$ cat config.mk
export PLATFORM = sky130hd
export DESIGN_NAME = dualportedram_fifo_ctrl_flat
export DESIGN_NICKNAME = d
export VERILOG_FILES = /design/src/rtl/dualportedram_fifo_ctrl_if.sv /design/src/rtl/dualportedram_fifo_ctrl.sv /design/src/flat_wrapper.sv
export SDC_FILE = /design/constraint.sdc
export NUM_CORES = 1
export LEC_CHECK = 0
export BUFFER_PORTS_ARGS = -buffer_cell sky130_fd_sc_hd__buf_2
export CAP_MARGIN = 10
export CELL_PAD_IN_SITES_DETAIL_PLACEMENT = 2
export CELL_PAD_IN_SITES_GLOBAL_PLACEMENT = 2
export CORE_ASPECT_RATIO = 0.5
export CORE_UTILIZATION = 27
export DETAILED_ROUTE_END_ITERATION = 10
export GPL_ROUTABILITY_DRIVEN = 0
export PLACE_DENSITY = 0.89
export SLEW_MARGIN = 20
export SYNTH_ARGS = -nofsm -noshare
export SYNTH_HDL_FRONTEND = slang
export SYNTH_SLANG_ARGS = --single-unit
$ cat constraint.sdc
create_clock -name C -period 5.15 [get_ports C]
set_clock_uncertainty 0.2 [all_clocks]
set_input_delay 0.2575 -clock C [delete_from_list [all_inputs] [get_ports C]]
set_output_delay 0.2575 -clock C [all_outputs]
set_load 0.05 [all_outputs]
$ cat src/rtl/dualportedram_fifo_ctrl_if.sv
// User-side push/pop handshake bundle for the dual-ported RAM FIFO controller.
// The master drives requests; the slave (the controller) returns data and status.
interface dualportedram_fifo_ctrl_if #(
  parameter int DW = 8,
  parameter int AW = 6
);
  logic          push;
  logic [DW-1:0] pushD;
  logic          full;
  logic          afull;
  logic          pop;
  logic [DW-1:0] popQ;
  logic          popV;
  logic          empty;
  logic [AW:0]   level;
  logic          ovf;
  logic          udf;

  modport master (
    output push, pushD, pop,
    input  full, afull, popQ, popV, empty, level, ovf, udf
  );

  modport slave (
    input  push, pushD, pop,
    output full, afull, popQ, popV, empty, level, ovf, udf
  );
endinterface

$ cat src/rtl/dualportedram_fifo_ctrl.sv
// Single-clock FIFO controller: RAM port A is the write port, port B the read port.
// Pointers, fill level, flags and sticky error bits live here; storage lives in the RAM.
module dualportedram_fifo_ctrl #(
  parameter int DW  = 8,
  parameter int AW  = 6,
  parameter int AFT = 56
) (
  input  logic                 C,
  input  logic                 R,
  dualportedram_fifo_ctrl_if.slave f,
  output logic                 aWR,
  output logic [AW-1:0]        aA,
  output logic [DW-1:0]        aD,
  output logic                 bWR,
  output logic [AW-1:0]        bA,
  input  logic [DW-1:0]        bQ
);

  localparam logic [AW:0]   DEPTH_L = (AW+1)'(2**AW);
  localparam logic [AW:0]   AFT_L   = (AW+1)'(AFT);
  localparam logic [AW:0]   LVL_ONE = (AW+1)'(1);
  localparam logic [AW-1:0] PTR_ONE = AW'(1);

  logic [AW-1:0] wptr;
  logic [AW-1:0] rptr;
  logic [AW:0]   lvl;
  logic          pop_v;
  logic          ovf_r;
  logic          udf_r;

  logic          full;
  logic          empty;
  logic          push_ok;
  logic          pop_ok;

  // Flags decode the registered level only, so they never glitch.
  assign full    = (lvl == DEPTH_L);
  assign empty   = (lvl == '0);
  assign push_ok = f.push & ~full;
  assign pop_ok  = f.pop & ~empty;

  assign aWR = push_ok & ~R;
  assign aA  = wptr;
  assign aD  = f.pushD;
  assign bWR = 1'b0;
  assign bA  = rptr;

  assign f.full  = full;
  assign f.afull = (lvl >= AFT_L);
  assign f.empty = empty;
  assign f.level = lvl;
  assign f.popV  = pop_v;
  assign f.popQ  = bQ;
  assign f.ovf   = ovf_r;
  assign f.udf   = udf_r;

  // NOTE: state updates use <= so every register samples pre-edge values;
  // the RAM itself is not reset, stale words are unreachable once level is 0.
  always_ff @(posedge C) begin
    if (R) begin
      wptr  <= '0;
      rptr  <= '0;
      lvl   <= '0;
      pop_v <= 1'b0;
      ovf_r <= 1'b0;
      udf_r <= 1'b0;
    end else begin
      if (push_ok) wptr <= wptr + PTR_ONE;
      if (pop_ok)  rptr <= rptr + PTR_ONE;
      case ({push_ok, pop_ok})
        2'b10:   lvl <= lvl + LVL_ONE;
        2'b01:   lvl <= lvl - LVL_ONE;
        default: lvl <= lvl;
      endcase
      pop_v <= pop_ok;
      ovf_r <= ovf_r | (f.push & full);
      udf_r <= udf_r | (f.pop & empty);
    end
  end

endmodule

$ cat src/flat_wrapper.sv
// flat-port wrapper written by rule: the top's interface ports become plain ports
module dualportedram_fifo_ctrl_flat 
#(
  parameter int DW  = 8,
  parameter int AW  = 6,
  parameter int AFT = 56
)
  (C, R, aWR, aA, aD, bWR, bA, bQ, f_push, f_pushD, f_pop, f_full, f_afull, f_popQ, f_popV, f_empty, f_level, f_ovf, f_udf);
  dualportedram_fifo_ctrl_if #(.DW(DW), .AW(AW)) f_i ();
  input  logic C;
  input  logic R;
  output logic aWR;
  output logic [AW-1:0] aA;
  output logic [DW-1:0] aD;
  output logic bWR;
  output logic [AW-1:0] bA;
  input  logic [DW-1:0] bQ;
  input wire logic [$bits(f_i.push)-1:0] f_push;
  input wire logic [$bits(f_i.pushD)-1:0] f_pushD;
  input wire logic [$bits(f_i.pop)-1:0] f_pop;
  output wire logic [$bits(f_i.full)-1:0] f_full;
  output wire logic [$bits(f_i.afull)-1:0] f_afull;
  output wire logic [$bits(f_i.popQ)-1:0] f_popQ;
  output wire logic [$bits(f_i.popV)-1:0] f_popV;
  output wire logic [$bits(f_i.empty)-1:0] f_empty;
  output wire logic [$bits(f_i.level)-1:0] f_level;
  output wire logic [$bits(f_i.ovf)-1:0] f_ovf;
  output wire logic [$bits(f_i.udf)-1:0] f_udf;
  assign f_i.push = f_push;
  assign f_i.pushD = f_pushD;
  assign f_i.pop = f_pop;
  assign f_full = f_i.full;
  assign f_afull = f_i.afull;
  assign f_popQ = f_i.popQ;
  assign f_popV = f_i.popV;
  assign f_empty = f_i.empty;
  assign f_level = f_i.level;
  assign f_ovf = f_i.ovf;
  assign f_udf = f_i.udf;
  dualportedram_fifo_ctrl #(.DW(DW), .AW(AW), .AFT(AFT)) u_core (.C(C), .R(R), .f(f_i), .aWR(aWR), .aA(aA), .aD(aD), .bWR(bWR), .bA(bA), .bQ(bQ));
endmodule
==> flow_metrics.env <==
export IMPL_grt_pass1_wl_mm=5.59
export IMPL_status="finished, final reports clean"
export IMPL_synth_simple_gate_area_share_pct=17.2
export IMPL_peakVddDrop_uv=153
export IMPL_synth_cells=152
export IMPL_placed_area_mm2=0.00141
export IMPL_ys_ff_latch=22
export IMPL_postCtsHoldBufs=0
export IMPL_htree_levels=1
export IMPL_drive_gt1_share_pct=24.1
export IMPL_synthMuxAreaShare_pct=3.08
export IMPL_cp_arrival_ns=3.77
export IMPL_drtAntennaViolNets=0
export IMPL_start_kind="register"
export IMPL_r2r_start="u_core.f.level[0]$_SDFFE_PP0P_"
export IMPL_clkSlewWorstSetupHoldPaths_ns=0.08
export IMPL_critical_path_startpoint="u_core.f.level[0]$_SDFFE_PP0P_"
export IMPL_pin_count=63
export IMPL_grt_max_degree=27
export IMPL_ys_warnings_count=0
export IMPL_finalWirelength_mm=3.35
export IMPL_synth_distinct_cells=42
export IMPL_die_x_um=102
export IMPL_end_kind="register"
export IMPL_drtIter0Drc=15
export IMPL_p_leak_uw=0.000689
export IMPL_portBuffers=29
export IMPL_period_needed_ns=3.81
export IMPL_nNetsFinal=192
export IMPL_worstHoldStart="f_push"
export IMPL_clk_latency_ns=0.26
export IMPL_syn2layout_area_growth_pct=9.24
export IMPL_synth_top_family_by_area="compound AO/OA/AOI/OAI gates"
export IMPL_grt_setup_unrepaired="no"
export IMPL_post_cts_buffers=0
export IMPL_syn_avg_cell_area_um2=8.82
export IMPL_synth_fa_ha_area_share_pct=8.96
export IMPL_synth_compound_area_share_pct=19.8
export IMPL_fin_cells=228
export IMPL_max_freq_ghz=0.263
export IMPL_syn_area_mm2=0.00134
export IMPL_overflow=0
export IMPL_synth_xor_area_share_pct=4.58
export IMPL_dp_hpwl_mm=2.57
export IMPL_track_usage_pct=13.7
export IMPL_hold_class="in -> reg"
export IMPL_viasPerCell=4.82
export IMPL_nFillCells=529
export IMPL_cp_data_required_time_ns=5.11
export IMPL_design_area_mm2=0.00146
export IMPL_period_share_pct=73.9
export IMPL_syn_nets=181
export IMPL_hold_viol=0
export IMPL_grt_pass1_vias=1177
export IMPL_num_vias=1099
export IMPL_final_common_cell="buf_2"
export IMPL_criticalPathCategory="reg -> reg"
export IMPL_clockRootBuffer="clkbuf_8"
export IMPL_final_util_pct=32.0
export IMPL_diodes=0
export IMPL_cts_sinks=22
export IMPL_synth_yosys_seq_area_share_pct=32.9
export IMPL_cts_resized=0
export IMPL_async_reset_ff_share_pct=0
export IMPL_dp_cells=224
export IMPL_setup_viol=0
export IMPL_finalMaxSlewViolations=0
export IMPL_tritoncts_num_buffers=3
export IMPL_dieHeight_um=51.8
export IMPL_post_drt_wl_per_cell_um=14.7
export IMPL_power_density_mw_per_mm2=731
export IMPL_cp_max_fo=10
export IMPL_drc=0
export IMPL_drv_cap=0
export IMPL_fin_tns_setup_ns=0
export IMPL_rows=17
export IMPL_antenna_found_initial=0
export IMPL_fp_dieArea_mm2=0.00527
export IMPL_synth_flop_cell="dfxtp_1"
export IMPL_dr_pass1_iters=3
export IMPL_final_cell_mix="29 x buf_2, 22 x dfxtp_1, 15 x nor2_1"
export IMPL_synth_edf_count=0
export IMPL_cts_tree="built"
export IMPL_core_mm2=0.00457
export IMPL_cts_max_path_buffers=2
export IMPL_initial_utilization_pct=29.3
[routing by layer]
| layer | GRT usage (%) | share of wire, % | vias to the layer above |
|---|---|---|---|
| li1 | - | - | 542 |
| met1 | 16.6 | 46 | 538 |
| met2 | 24.1 | 50 | 13 |
| met3 | 3.23 | 3.4 | 6 |
| met4 | 4.35 | 0.57 | 0 |
| met5 | 0 | 0 | - |
[flip-flops by register name, indices dropped and copies added (netlist names)]
name / flops
u_core.f.ovf: 1
u_core.f.level: 7
u_core.bA: 6
u_core.f.udf: 1
u_core.aA: 6
u_core.f.popV: 1
[logic make-up after synthesis]
kind of cell	count (synthesis)
AOI/OAI and AO/OA	36
xor gates and xnor gates	7
adders and majority gates	9
buffers and inverters	28
DFF	22
muxes	4
other	1
and+or+nand+nor	45
[worst paths after layout]
kind	end	slack, ns	cells past startpoint
setup / recovery	u_core.f.level[6]$_SDFFE_PP0P_	1.34	8
hold / removal	u_core.f.ovf$_SDFF_PP0_	0.09	3
setup reg to reg	u_core.f.level[6]$_SDFFE_PP0P_	1.34	8
hold reg to reg	u_core.f.udf$_SDFF_PP0_	0.27	2
[power breakdown]
group          internal (µW)  total [µW]  switching, µW
clock                   68.1         125           57.2
combinational            195         676            481
sequential               213         269           56.9
[cell usage after synthesis (5+ instances only)]
cell | number | area, µm²
a21oi_1 | 13 | 65.1
xor2_1 | 7 | 61.3
buf_4 | 17 | 128
nor2_1 | 15 | 56.3
or3_1 | 5 | 31.3
dfxtp_1 | 22 | 440
nand2_1 | 7 | 26.3
nand3_1 | 5 | 25.0
inv_1 | 5 | 18.8
ha_1 | 8 | 100
[worst max-delay path, stage by stage (launching register included)]
cell and delay, ns:
dfxtp_1 0.39, or4_4 0.64, o31ai_4 0.44, ha_1 0.48
ha_1 0.38, a211o_1 0.32, a2111oi_0 0.45, a211oi_1 0.11
mux2_2 0.29
[final cells by class]
| cell class | count | area [µm²] | share of cell area, % |
|---|---|---|---|
| Clock buffer | 4 | 55.1 | 3.76 |
| Inverter | 5 | 18.8 | 1.28 |
| Multi-Input combinational cell | 102 | 722 | 49.3 |
| Sequential cell | 22 | 440 | 30.1 |
| Tap cell | 66 | 82.6 | 5.64 |
| Timing Repair Buffer | 29 | 145 | 9.91 |
[per-stage QoR]
stage | setup WS [ns] | hold WS, ns | power [µW]
5_1_grt | 1.12 | 0.111 | 1150
2_1_floorplan | 1.51 | 0.198 | 852
4_1_cts | 1.34 | 0.0901 | 1080
3_3_place_gp | 1.61 | 0.243 | 917
3_5_place_dp | 1.41 | 0.266 | 951
6_report | 1.34 | 0.0898 | 1070
(Power assumes the default switching activity.)
